===== config.mk =====
export PLATFORM = sky130hd
export DESIGN_NAME = moore_pattern_detector
export DESIGN_NICKNAME = d
export VERILOG_FILES = /design/src/rtl/moore_pattern_detector.sv
export SDC_FILE = /design/constraint.sdc
export NUM_CORES = 1
export LEC_CHECK = 0
export BUFFER_PORTS_ARGS = -buffer_cell sky130_fd_sc_hd__buf_2
export CAP_MARGIN = 20
export CORE_ASPECT_RATIO = 0.6
export CORE_MARGIN = 2
export CORE_UTILIZATION = 30
export DETAILED_ROUTE_END_ITERATION = 6
export GPL_ROUTABILITY_DRIVEN = 0
export PLACE_DENSITY = 0.57
export SLEW_MARGIN = 40
export SYNTH_ARGS = -nofsm -noshare
export SYNTH_HDL_FRONTEND = slang
export SYNTH_SLANG_ARGS = --single-unit
export TNS_END_PERCENT = 1

===== constraint.sdc =====
create_clock -name clock -period 1.7 [get_ports clock]
set_input_delay 0.34 -clock clock [delete_from_list [all_inputs] [get_ports clock]]
set_output_delay 0.34 -clock clock [all_outputs]
set_load 0.01 [all_outputs]

===== src/rtl/moore_pattern_detector.sv =====
// Moore serial pattern detector.
// Accepts one serial bit per valid strobe and compares the last PAT_W accepted
// bits against a runtime-loadable pattern. The state encodes how full the
// history is and whether it matches. The match output is registered and
// derived from the state. A saturating counter records every entry into MATCH,
// including MATCH->MATCH steps under overlapping detection.
module moore_pattern_detector #(
    parameter int               PAT_W    = 4,
    parameter int               CNT_W    = 8,
    parameter logic [PAT_W-1:0] PAT_INIT = PAT_W'(4'b1011)
) (
    input  logic             clock,
    input  logic             reset,
    input  logic             x_in,
    input  logic             valid_in,
    input  logic             load,
    input  logic [PAT_W-1:0] pattern_in,
    input  logic             overlap_en,
    output logic             y_out,
    output logic [1:0]       state_out,
    output logic [CNT_W-1:0] match_cnt
);

    localparam int FILL_W = $clog2(PAT_W + 1);

    localparam logic [FILL_W-1:0] FILL_ZERO = FILL_W'(0);
    localparam logic [FILL_W-1:0] FILL_ONE  = FILL_W'(1);
    localparam logic [FILL_W-1:0] FILL_MAX  = FILL_W'(PAT_W);
    localparam logic [CNT_W-1:0]  CNT_ONE   = CNT_W'(1);
    localparam logic [CNT_W-1:0]  CNT_MAX   = {CNT_W{1'b1}};
    localparam logic [PAT_W-1:0]  HIST_ZERO = {PAT_W{1'b0}};

    typedef enum logic [1:0] {
        ST_IDLE  = 2'b00,
        ST_SHIFT = 2'b01,
        ST_ARMED = 2'b10,
        ST_MATCH = 2'b11
    } state_t;

    // Saturating increment: the counter sticks at all-ones and never wraps.
    function automatic logic [CNT_W-1:0] sat_inc(input logic [CNT_W-1:0] v);
        logic [CNT_W-1:0] res;
        if (v == CNT_MAX) begin
            res = CNT_MAX;
        end else begin
            res = v + CNT_ONE;
        end
        return res;
    endfunction

    state_t             r_state;
    logic [PAT_W-1:0]   r_pat;
    logic [PAT_W-1:0]   r_hist;
    logic [FILL_W-1:0]  r_fill;
    logic [CNT_W-1:0]   r_cnt;
    logic               r_y;

    state_t             w_state_n;
    logic [PAT_W-1:0]   w_pat_n;
    logic [PAT_W-1:0]   w_hist_n;
    logic [FILL_W-1:0]  w_fill_n;
    logic [CNT_W-1:0]   w_cnt_n;
    logic               w_y_n;

    // Next-state logic. Load has priority over accept; with neither, hold.
    always_comb begin
        w_state_n = r_state;
        w_pat_n   = r_pat;
        w_hist_n  = r_hist;
        w_fill_n  = r_fill;
        w_cnt_n   = r_cnt;

        if (load) begin
            // A new pattern discards the history. The bit on this edge is dropped.
            w_pat_n   = pattern_in;
            w_hist_n  = HIST_ZERO;
            w_fill_n  = FILL_ZERO;
            w_state_n = ST_IDLE;
        end else if (valid_in) begin
            if ((r_state == ST_MATCH) && !overlap_en) begin
                // Non-overlapping: the matched bits are consumed, so restart.
                w_hist_n = {{(PAT_W-1){1'b0}}, x_in};
                w_fill_n = FILL_ONE;
            end else begin
                w_hist_n = {r_hist[PAT_W-2:0], x_in};
                if (r_fill == FILL_MAX) begin
                    w_fill_n = FILL_MAX;
                end else begin
                    w_fill_n = r_fill + FILL_ONE;
                end
            end

            // The fill level gates the compare, so unfilled bits cannot match.
            if ((w_fill_n == FILL_MAX) && (w_hist_n == r_pat)) begin
                w_state_n = ST_MATCH;
                w_cnt_n   = sat_inc(r_cnt);
            end else if (w_fill_n == FILL_MAX) begin
                w_state_n = ST_ARMED;
            end else begin
                w_state_n = ST_SHIFT;
            end
        end else begin
            w_state_n = r_state;
        end

        case (w_state_n)
            ST_MATCH: w_y_n = 1'b1;
            default:  w_y_n = 1'b0;
        endcase
    end

    // State, history, pattern, counter and output registers with synchronous reset.
    always_ff @(posedge clock) begin
        if (reset) begin
            r_state <= ST_IDLE;
            r_pat   <= PAT_INIT;
            r_hist  <= HIST_ZERO;
            r_fill  <= FILL_ZERO;
            r_cnt   <= {CNT_W{1'b0}};
            r_y     <= 1'b0;
        end else begin
            r_state <= w_state_n;
            r_pat   <= w_pat_n;
            r_hist  <= w_hist_n;
            r_fill  <= w_fill_n;
            r_cnt   <= w_cnt_n;
            r_y     <= w_y_n;
        end
    end

    assign y_out     = r_y;
    assign state_out = r_state;
    assign match_cnt = r_cnt;

endmodule


Word-level counts from Yosys, hierarchy flattened
Cells that the tools add are included.
Word-level totals
  input port bits: 10
  memory bits (writable): 0
  bits in read-only memories: 0
  latch bits: 0
  word-level logic and storage cells: 33
  memories: 0
  output and inout port bits: 11
  register bits: 21
Operators by class
  order comparisons: 0
  divide/modulo/power cells: 0
  bitwise operators: 1
  add/subtract/negate cells: 2
  reductions and logical operators: 5
  equal/unequal tests: 6
  multiplexer cells: 13
  shift-type cells: 0
  multipliers: 0
Operators with widths (count)
  two-way mux 3 bit: 4
  two-way mux 4 bit: 3
  adder 8 x 1 -> 8 bit (second input constant): 1
  == test 8 bit (second input constant): 1
  two-way mux 2 bit: 4
  two-way mux 8 bit: 1
  == test 3 bit (second input constant): 2
  == test 2 bit (second input constant): 2
  == test 4 bit: 1
  adder 3 x 1 -> 3 bit (second input constant): 1
  AND reduction 3 bit: 1
  logical AND 1 bit: 2
  OR reduction 2 bit: 1
  logical NOT 1 bit: 1
  two-way mux 1 bit: 1
  NOT 1 bit: 1

Logic depth before layout (Yosys ltp)
Gate-level depths: netlist of the first run.
  word-level depth: 12
  depth in mapped cells: 9
  mapped depth without buffers: 7

Worst setup path before layout of the first run
No wires, ideal clock.
  path kind: reg-to-reg
  start: reg r_fill[0]
  end: reg r_cnt[0] (netlist: match_cnt[0])
  library setup time: 58 ps
  required time: 1642 ps
  cell stages (with the launch flop): 9
  arrival: 1680 ps
  path buffers: 2
  setup slack: -38 ps
  clock period less this slack: 1738 ps
  cells stage by stage: dfxtp_1 -> inv_1 -> ha_1 -> o31ai_1 -> and4b_1 -> buf_4 -> and2_4 -> buf_8 -> o221a_4
Between the ends
  cells in the longest elaborated chain, start to end: 8
  elaborated cells between the ends (all ways): 9
  those cells by class: add/sub (1); eq/ne (2); mux (4); reduce/logical (2)
Ends and longest elaborated chain
  from (decl): line 54  | logic [FILL_W-1:0] r_fill;
  from (signal assigned): line 125  | r_fill <= w_fill_n;
  adder 3 x 1 -> 3 bit or == test 3 bit (tied branches): line 89, 86
  two-way mux 3 bit (*): line 86  | if (r_fill == FILL_MAX) begin
  two-way mux 3 bit (*): line 80  | if ((r_state == ST_MATCH) && !overlap_en) begin
  two-way mux 3 bit (*): line 79  | end else if (valid_in) begin
  two-way mux 3 bit (*): line 73  | if (load) begin
  == test 3 bit (*): line 94  | if ((w_fill_n == FILL_MAX) && (w_hist_n == r_pat)) begin
  logical AND 1 bit (*): line 94
  AND reduction 3 bit (no line) (*)
  to (signal assigned): line 119  | r_cnt <= {CNT_W{1'b0}};
  to (signal assigned): line 126  | r_cnt <= w_cnt_n;
  to (decl): line 55  | logic [CNT_W-1:0] r_cnt;
Mark *: on every way between the ends. The rest lies on a longest branch, timed or not. The select of a mux whose other input is x is not followed.
A chain may end at the register's enable or synchronous reset.

Worst setup path in the final report of the first run
Same ends and word-level chain as after synthesis.

==> results of run 1 <==
sequential cells by signal, indices dropped and copies added, names as in the netlist:
name,cells
match_cnt,8
r_fill,3
r_hist,3
r_pat,4
state_out,2
y_out,1
worst reg2reg max path: cells and delay by family, from the launching register on:
kind	cells	cell delay, ns
adder cells (fa/ha/maj)	1	0.18
AO/OA/AOI/OAI	2	0.42
AND/OR/NAND/NOR	2	0.59
XOR/XNOR	1	0.13
flip-flops	1	0.36
final cells by class:
type / count / area share (%)
multi-input cells: 90 / 50.5
flip-flops and latches: 21 / 28.6
repair buffers: 32 / 12.7
well taps: 47 / 3.93
clock buffers: 4 / 3.01
inverters: 5 / 1.26
worst paths after layout:
path                                endpoint  slack [ns]           from
worst max-delay path            match_cnt[0]       -0.04      r_fill[0]
worst min-delay path                r_pat[3]        0.29  pattern_in[3]
worst max register to register  match_cnt[0]       -0.04      r_fill[0]
worst min register to register     r_hist[2]        0.50      r_hist[2]
cells in the mapped netlist (all sizes together), types with 3 or more instances:
cell | instances | area, um2
a211oi | 5 | 42.5
a21oi | 10 | 50.1
a311oi | 4 | 47.6
a31oi | 6 | 43.8
and2 | 4 | 27.5
and3 | 4 | 25.0
clkbuf | 4 | 15.0
dfxtp | 21 | 420
ha | 3 | 37.5
inv | 5 | 18.8
mux2i | 5 | 50.1
nand2 | 9 | 33.8
nand3 | 4 | 20.0
nand3b | 3 | 35.0
nand4 | 3 | 18.8
nor2 | 6 | 25.0
nor2b | 3 | 18.8
xnor2 | 3 | 26.3
cell families (layout without fill, tap and decap cells):
family	after synthesis	count (layout)
buffers and inverters	11	41
adder cells (fa/ha/maj)	3	3
AO/OA/AOI/OAI	30	30
flip-flops	21	21
XOR/XNOR	3	3
AND/OR/NAND/NOR	49	49
multiplexers	5	5
layer usage:
layer | vias to the layer above | global-route usage, % | wire length (um)
met2 | 35 | 22.8 | 1210
li1 | 515 | - | -
met3 | 2 | 4.41 | 168
met1 | 465 | 19.4 | 1530
met4 | 0 | 1.59 | 8
met5 | - | 0 | 0
through the flow:
step	TNS (ns)	util (%)	setup WS, ns	power (mW)
after global placement	-0.497	37.3	-0.0720	0.614
final	-0.162	40.4	-0.0447	0.948
after floorplan	0	-	0.0116	0.578
after detailed placement	-0.909	37.3	-0.127	0.618
after CTS	-0.0323	40.4	-0.0176	0.955
after global routing	-0.707	40.4	-0.104	0.995
where the power goes:
part	leakage (nW)	switching [mW]	internal, mW
logic	0.435	0.0515	0.0503
registers	0.172	0.0110	0.499
clock network	0.0228	0.170	0.167
total	0.630	0.232	0.716
what timing repair did:
action	CTS	global route
hold endpoints to repair	0	0
pin swaps	7	6
setup endpoints to repair	8	8
gates cloned	0	0
gates resized for setup	12	0
hold buffers	0	0
==> results.yml, run 1 <==
status:
  outcome: "complete, but fails checks"
  violations: "negative setup slack"
detailed_routing:
  drt_wl_total_um: 2920
  detail-route-antenna-nets: 0
  wl_per_cell_um: 14.7
  vias_per_cell: 5.11
  drtIter0Drc: 56
  route.detailed.drc: 0
  drt_pass1_iterations: 4
  routed-via-count: 1017
power_and_ir_drop:
  leakagePower_nw: 0.630
  worst_ir_drop_vdd_mv: 0.308
  p_per_area_nw_per_um2: 634
setup_path:
  path_delay_family: "simple AND/OR/NAND/NOR gates"
  path_cells: "ha_4 -> xnor2_4 -> o31ai_4 -> and4b_2 -> and2_4 -> o221a_4"
  cp-end-kind: "register"
  crit_path_start_kind: "register"
  crit_path_max_fanout: 8
  critical_path_depth: 6
  worst_ep_required_time_ns: 1.91
  worstPathArrival_ns: 1.95
  slowest_delay_ns: 0.36
  cp_num_buf_inv: 0
  crit_type: "register to register"
  ff2ff_path_depth: 6
  crit_slowest_cell: "dfxtp_4"
cts:
  htree_num_levels: 1
  clk_path_buf_depth: 2
  cts.sinks: 21
  post-cts-setup-buffers: 0
  clk-insertion-delay-late_ns: 0.26
  cts_tree: "done"
  root_buffer: "clkbuf_8"
  path_clk_slew_ns: 0.07
  numCtsBuffers: 3
cells_and_area:
  mostFrequentLayoutCell: "buf_2"
  synthToLayoutAreaGrowth_pct: 28.2
  design_area_um2: 1500
  drive_above_1_share_pct: 38.2
  multi_input_area_um2: 754
  antenna_cells: 0
  layout_common_cells: "buf_2, dfxtp_1, buf_4"
  fillers: 367
  regArea_um2: 428
  nNetsFinal: 166
  final_cells: 199
timing:
  relSlewSlack_pct: 76.9
  setup_viol: 6
  finalHoldViolCount: 0
  period_needed_ns: 1.74
  drv_slew: 0
  tightest_slew_ns: 0.341
  max_freq_ghz: 0.573
  rsz0062_at_grt: "yes"
  fin_worst_skew_ns: 0.00932
  fin_ws_ns: -0.0447
  hold_ws_ns: 0.292
  timing.final.crit_share_pct: 103
worst_hold_path:
  whs_path_depth: 3
  hp-class: "input port to register"
yosys:
  ys.flop_type: "dfxtp_1"
  synth_xor_area_share_pct: 2.25
  yosys.area_share.simple_pct: 26.9
  syn_avg_cell_area_um2: 9.56
  synth_cell_types: 40
  synth-compound-area-share_pct: 22.4
  ys_warn_count: 0
  synthMuxAreaShare_pct: 4.29
  synth_area_um2: 1170
  synth_edf_count: 0
  yosysSeqAreaShare_pct: 36.1
  async_flop_share_pct: 0
  ys_ff_latch: 21
  syn-num-nets: 135
  netlist_instances: 122
  synthAdderAreaFrac_pct: 3.22
  synth_top_family_by_area: "simple AND/OR/NAND/NOR gates"
die:
  die_area_um2: 4420
  dieWidth_um: 84.5
  die_y_um: 52.3
  io_pins: 21
  core_area_um2: 3700
  rows: 17
  start_util_pct: 31.5
flow_run:
  max-cap-violations: 0
global_route:
  antenna_found_initial: 0
  grt_pass1_wl_um: 4890
  grt_max_degree: 14
  overflow: 0
  track_usage_pct: 14.2
  first_global_vias: 1003
placement:
  place_inst: 195
  placed_area_um2: 1380
  place.port_buffers: 20
  dp_hpwl_um: 2120
Note: power is estimated with default switching activity, not from simulation.
==> inputs of run 2 (changes only) <==
==> constraint.sdc (replaced) <==
create_clock -name clock -period 1.45 [get_ports clock]
set_input_delay 0.29 -clock clock [delete_from_list [all_inputs] [get_ports clock]]
set_output_delay 0.29 -clock clock [all_outputs]
set_load 0.01 [all_outputs]
==> run 2 against run 1 <==
The flow still finishes with violations (negative setup slack). Highest routed layer unchanged. Largest cell class unchanged. Core utilization up 2.5 points. Critical path depth did not move. Sequential power rose by 17%. Critical endpoint is now match_cnt[6].
==> results.yml, run 2 (synthesized netlist as in run 1, its figures left out) <==
setup_path:
  slowest_delay_ns: 0.37
  cp-end-kind: "register"
  crit_slowest_cell: "dfxtp_4"
  crit_type: "register to register"
  worst_ep_required_time_ns: 1.62
  cp_num_buf_inv: 1
  reg2reg_slack_ns: -0.26
  path_cells: "inv_2 -> ha_4 -> o31ai_4 -> and4b_2 -> nand4_1 -> a221oi_2"
  path_delay_family: "simple AND/OR/NAND/NOR gates"
  crit_path_max_fanout: 8
  crit_path_start_kind: "register"
  worstPathArrival_ns: 1.88
cts:
  hold_buffers: 0
  cts.sinks: 21
  clk-insertion-delay-late_ns: 0.26
  root_buffer: "clkbuf_8"
  cts_tree: "done"
  htree_num_levels: 1
  path_clk_slew_ns: 0.08
  numCtsBuffers: 3
  clk_path_buf_depth: 2
cells_and_area:
  synthToLayoutAreaGrowth_pct: 36.3
  drive_above_1_share_pct: 44.6
  mostFrequentLayoutCell: "buf_4"
  layout_common_cells: "buf_4, buf_2, dfxtp_1"
  design_area_um2: 1590
  antenna_cells: 0
  utilization_pct: 42.9
  largest_reg_flops: 8
  nNetsFinal: 180
power_and_ir_drop:
  sw_frac_of_total_pct: 23.1
  netSwitchingPower_uw: 255
  intPower_uw: 850
  comb_power_share_pct: 11.9
  clockPowerShare_pct: 34.0
  total_power_mw: 1.11
  p_per_area_nw_per_um2: 696
  leakagePower_nw: 0.700
  worst_ir_drop_vdd_mv: 0.259
  pwr-share-seq_pct: 54.1
detailed_routing:
  vias_per_cell: 5.01
  wl_per_cell_um: 13.5
  routed-via-count: 1067
  drtIter0Drc: 39
  drt_wl_total_um: 2880
  drt_pass1_iterations: 4
  detail-route-antenna-nets: 0
  route.detailed.drc: 0
placement:
  dp_hpwl_um: 2360
  dp_slack_ns: -0.377
  place.port_buffers: 20
  placed_area_um2: 1510
status:
  outcome: "complete, but fails checks"
  violations: "negative setup slack"
timing:
  tightest_slew_ns: 0.408
  finalHoldViolCount: 0
  relSlewSlack_pct: 72.4
  fin_worst_skew_ns: 0.00452
  setup_viol: 9
  setup_tns_ns: -1.91
  drv_slew: 0
  timing.final.crit_share_pct: 118
  max_freq_ghz: 0.584
  fin_ws_ns: -0.262
  period_needed_ns: 1.71
  rsz0062_at_grt: "yes"
die:
  rows: 17
  core_area_um2: 3700
  dieWidth_um: 84.5
  start_util_pct: 31.5
  die_area_um2: 4420
  io_pins: 21
  die_y_um: 52.3
flow_run:
  max-cap-violations: 0
global_route:
  grt_max_degree: 14
  first_global_vias: 1047
  track_usage_pct: 14.1
  overflow: 0
  grt_pass1_wl_um: 4930
  antenna_found_initial: 0
worst_hold_path:
  hp-class: "input port to register"
run 2: cell count changes in the layout (fill, tap and decap cells not counted):
cell and change:
a21oi_2 +1, nor2b_2 +1, a211oi_4 +1, a211oi_2 -1
xnor2_1 +1, buf_4 +14, nor2b_1 -1, a21oi_1 -1
nor4bb_2 -1, dfxtp_2 +3, dfxtp_1 -2, dfxtp_4 -1
xnor2_4 -1, nor4bb_1 +1
run 2: tightest hold or removal path, stage by stage:
cell     delay (ns)
buf_2          0.08
mux2i_1        0.06
nand2_1        0.06
run 2: cell type report:
cell class              count  area (um2)
multi-input cells          90         743
inverters                   5        18.8
fillers                   365        2110
flip-flops and latches     21         428
repair buffers             46         295
clock buffers               4        45.0
well taps                  47        58.8
run 2: power by group through the flow:
stage	registers (mW)	clock network, mW	logic [mW]
after global routing	0.599	0.418	0.144
after global placement	0.612	0	0.125
after detailed placement	0.613	0	0.126
final	0.597	0.376	0.132
after CTS	0.597	0.388	0.132
after floorplan	0.614	0	0.0669
run 2: routing by layer:
layer	vias to the layer above	wire length, um	track usage [%]	share of wire (%)
met1	503	1470	19.4	51
met3	2	150	4.72	5.2
met2	22	1260	22.4	44
li1	540	-	-	-
met4	0	7	1.59	0.24
met5	-	0	0	0
run 2: path summary, 6_finish.rpt:
| kind | startpoint | cells past startpoint | end |
|---|---|---|---|
| max | r_fill[1] | 6 | match_cnt[6] |
| min | pattern_in[3] | 3 | r_pat[3] |
| max reg2reg | r_fill[1] | 6 | match_cnt[6] |
| min reg2reg | r_pat[0] | 2 | r_pat[0] |
run 2: repair_timing:
| action | CTS | global route |
|---|---|---|
| setup buffers | 0 | 0 |
| endpoints found under the setup margin | 10 | 10 |
| endpoints found under the hold margin | 0 | 0 |
| pin swaps | 8 | 3 |
| resized for setup | 7 | 1 |
run 2: per-stage QoR:
stage                     hold slack (ns)  instances
after CTS                           0.255        213
final                               0.261        213
after global placement              0.486        209
after global routing                0.251        213
after detailed placement            0.514        209
after floorplan                     0.419        122
==> inputs of run 3 (changes only) <==
--- a/config.mk
+++ b/config.mk
@@ -12,9 +12,9 @@
 export CORE_UTILIZATION = 30
 export DETAILED_ROUTE_END_ITERATION = 6
 export GPL_ROUTABILITY_DRIVEN = 0
-export PLACE_DENSITY = 0.57
+export MAX_ROUTING_LAYER = met4
 export SLEW_MARGIN = 40
 export SYNTH_ARGS = -nofsm -noshare
 export SYNTH_HDL_FRONTEND = slang
 export SYNTH_SLANG_ARGS = --single-unit
-export TNS_END_PERCENT = 1
+export TNS_END_PERCENT = 10
==> run 3 against run 2 <==
The run still ends with negative setup slack left. Sequential share of layout area shrank 0.46 points. Routed wire length increased by 4.2%. Combinational power is 5% higher. Worst hold slack worse by 0.016 ns. Core utilization rose by 0.74 points. Critical endpoint is now match_cnt[4]. Largest cell class unchanged.
==> results.yml, run 3 (synthesized netlist as in run 1, its figures left out) <==
timing:
  timing.final.crit_share_pct: 120
  drv_slew: 0
  tightest_slew_ns: 0.321
  setup_tns_ns: -2.22
  period_needed_ns: 1.74
  relSlewSlack_pct: 78.3
  max_freq_ghz: 0.575
  fin_worst_skew_ns: 0.00203
  setup_viol: 10
  finalHoldViolCount: 0
  rsz0062_at_grt: "yes"
  fin_ws_ns: -0.290
cells_and_area:
  utilization_pct: 43.7
  antenna_cells: 0
  fillers: 365
  drive_above_1_share_pct: 45.5
  nNetsFinal: 179
  regArea_um2: 428
  multi_input_area_um2: 763
  synthToLayoutAreaGrowth_pct: 38.6
  mostFrequentLayoutCell: "buf_4"
  largest_reg_flops: 8
  layout_common_cells: "buf_4, buf_2, dfxtp_1"
setup_path:
  worstPathArrival_ns: 1.87
  reg2reg_from: "r_fill[1]"
  startpoint: "r_fill[1]"
  worst_ep_required_time_ns: 1.58
  crit_type: "register to register"
  ff2ff_path_depth: 6
  reg2reg_slack_ns: -0.29
  r2r_end: "match_cnt[4]"
  crit_path_max_fanout: 8
  crit_path_start_kind: "register"
  cp-end-kind: "register"
power_and_ir_drop:
  p_per_area_nw_per_um2: 701
  total_power_mw: 1.13
  leakagePower_nw: 0.704
  worst_ir_drop_vdd_mv: 0.397
cts:
  clk_path_buf_depth: 2
  path_clk_slew_ns: 0.08
  htree_num_levels: 1
  clk-insertion-delay-late_ns: 0.26
  cts.sinks: 21
  root_buffer: "clkbuf_8"
  hold_buffers: 0
  numCtsBuffers: 3
  cts_tree: "done"
global_route:
  track_usage_pct: 14.3
  grt_pass1_wl_um: 4810
  overflow: 0
  grt_max_degree: 14
  first_global_vias: 980
  antenna_found_initial: 0
detailed_routing:
  drtIter0Drc: 71
  drt_wl_total_um: 3010
  route.detailed.drc: 0
  vias_per_cell: 5.20
  detail-route-antenna-nets: 0
  routed-via-count: 1102
  wl_per_cell_um: 14.2
  drt_pass1_iterations: 4
die:
  dieWidth_um: 84.5
  rows: 17
  core_area_um2: 3700
  die_area_um2: 4420
  io_pins: 21
  die_y_um: 52.3
  start_util_pct: 31.5
flow_run:
  max-cap-violations: 0
status:
  outcome: "complete, but fails checks"
  violations: "negative setup slack"
worst_hold_path:
  hold_start: "pattern_in[3]"
  whs_path_depth: 3
  hp-class: "input port to register"
  min_to: "r_pat[3]"
placement:
  place.port_buffers: 20
  dp_hpwl_um: 2300
  dp_slack_ns: -0.437
==> run 3: worst max path at each step <==
stage	to	slack (ns)	cells past startpoint
6_report	match_cnt[4]	-0.29	6
5_1_grt	match_cnt[6]	-0.39	6
4_1_cts	match_cnt[6]	-0.28	6
3_5_place_dp	match_cnt[6]	-0.44	6
3_3_place_gp	match_cnt[0]	-0.29	6
2_1_floorplan	match_cnt[0]	-0.20	8
==> run 3: area by class of cell <==
type,count,area share (%)
clock buffers,4,2.79
inverters,5,1.32
multi-input cells,90,47.2
flip-flops and latches,21,26.5
well taps,47,3.64
repair buffers,45,18.6
==> run 3: where the power goes <==
group	switching (mW)	total [mW]	internal, mW	leakage, nW
Combinational	0.0655	0.138	0.0727	0.509
Sequential	0.0131	0.599	0.586	0.173
Clock	0.200	0.396	0.196	0.0228
Total	0.279	1.13	0.855	0.704
==> run 3: layer usage <==
layer | track usage, % | routed length (um) | vias up | part of all wire, %
met5 | - | 0 | - | 0
met4 | 3.44 | 23 | 0 | 0.77
li1 | - | - | 537 | -
met3 | 3.94 | 278 | 4 | 9.2
met2 | 19.4 | 1200 | 48 | 40
met1 | 20.7 | 1510 | 513 | 50
==> run 3: timing repair <==
action,CTS,global route
resized for setup,8,4
setup buffers,1,0
pin swaps,5,2
endpoints found under the setup margin,11,11
==> run 3: worst max-delay path, stage by stage (launching register included) <==
cell      delay [ns]
dfxtp_4         0.38
inv_4           0.04
ha_4            0.24
o31ai_4         0.22
and4b_2         0.37
and2_4          0.25
a311oi_2        0.12
==> run 3: stage by stage <==
step / hold slack (ns) / std cells / area, um2
after detailed placement: 0.497 / 207 / 1510
final: 0.245 / 212 / 1620
after global placement: 0.481 / 207 / 1510
after CTS: 0.245 / 212 / 1600
after floorplan: 0.419 / 122 / 1200
after global routing: 0.255 / 212 / 1620
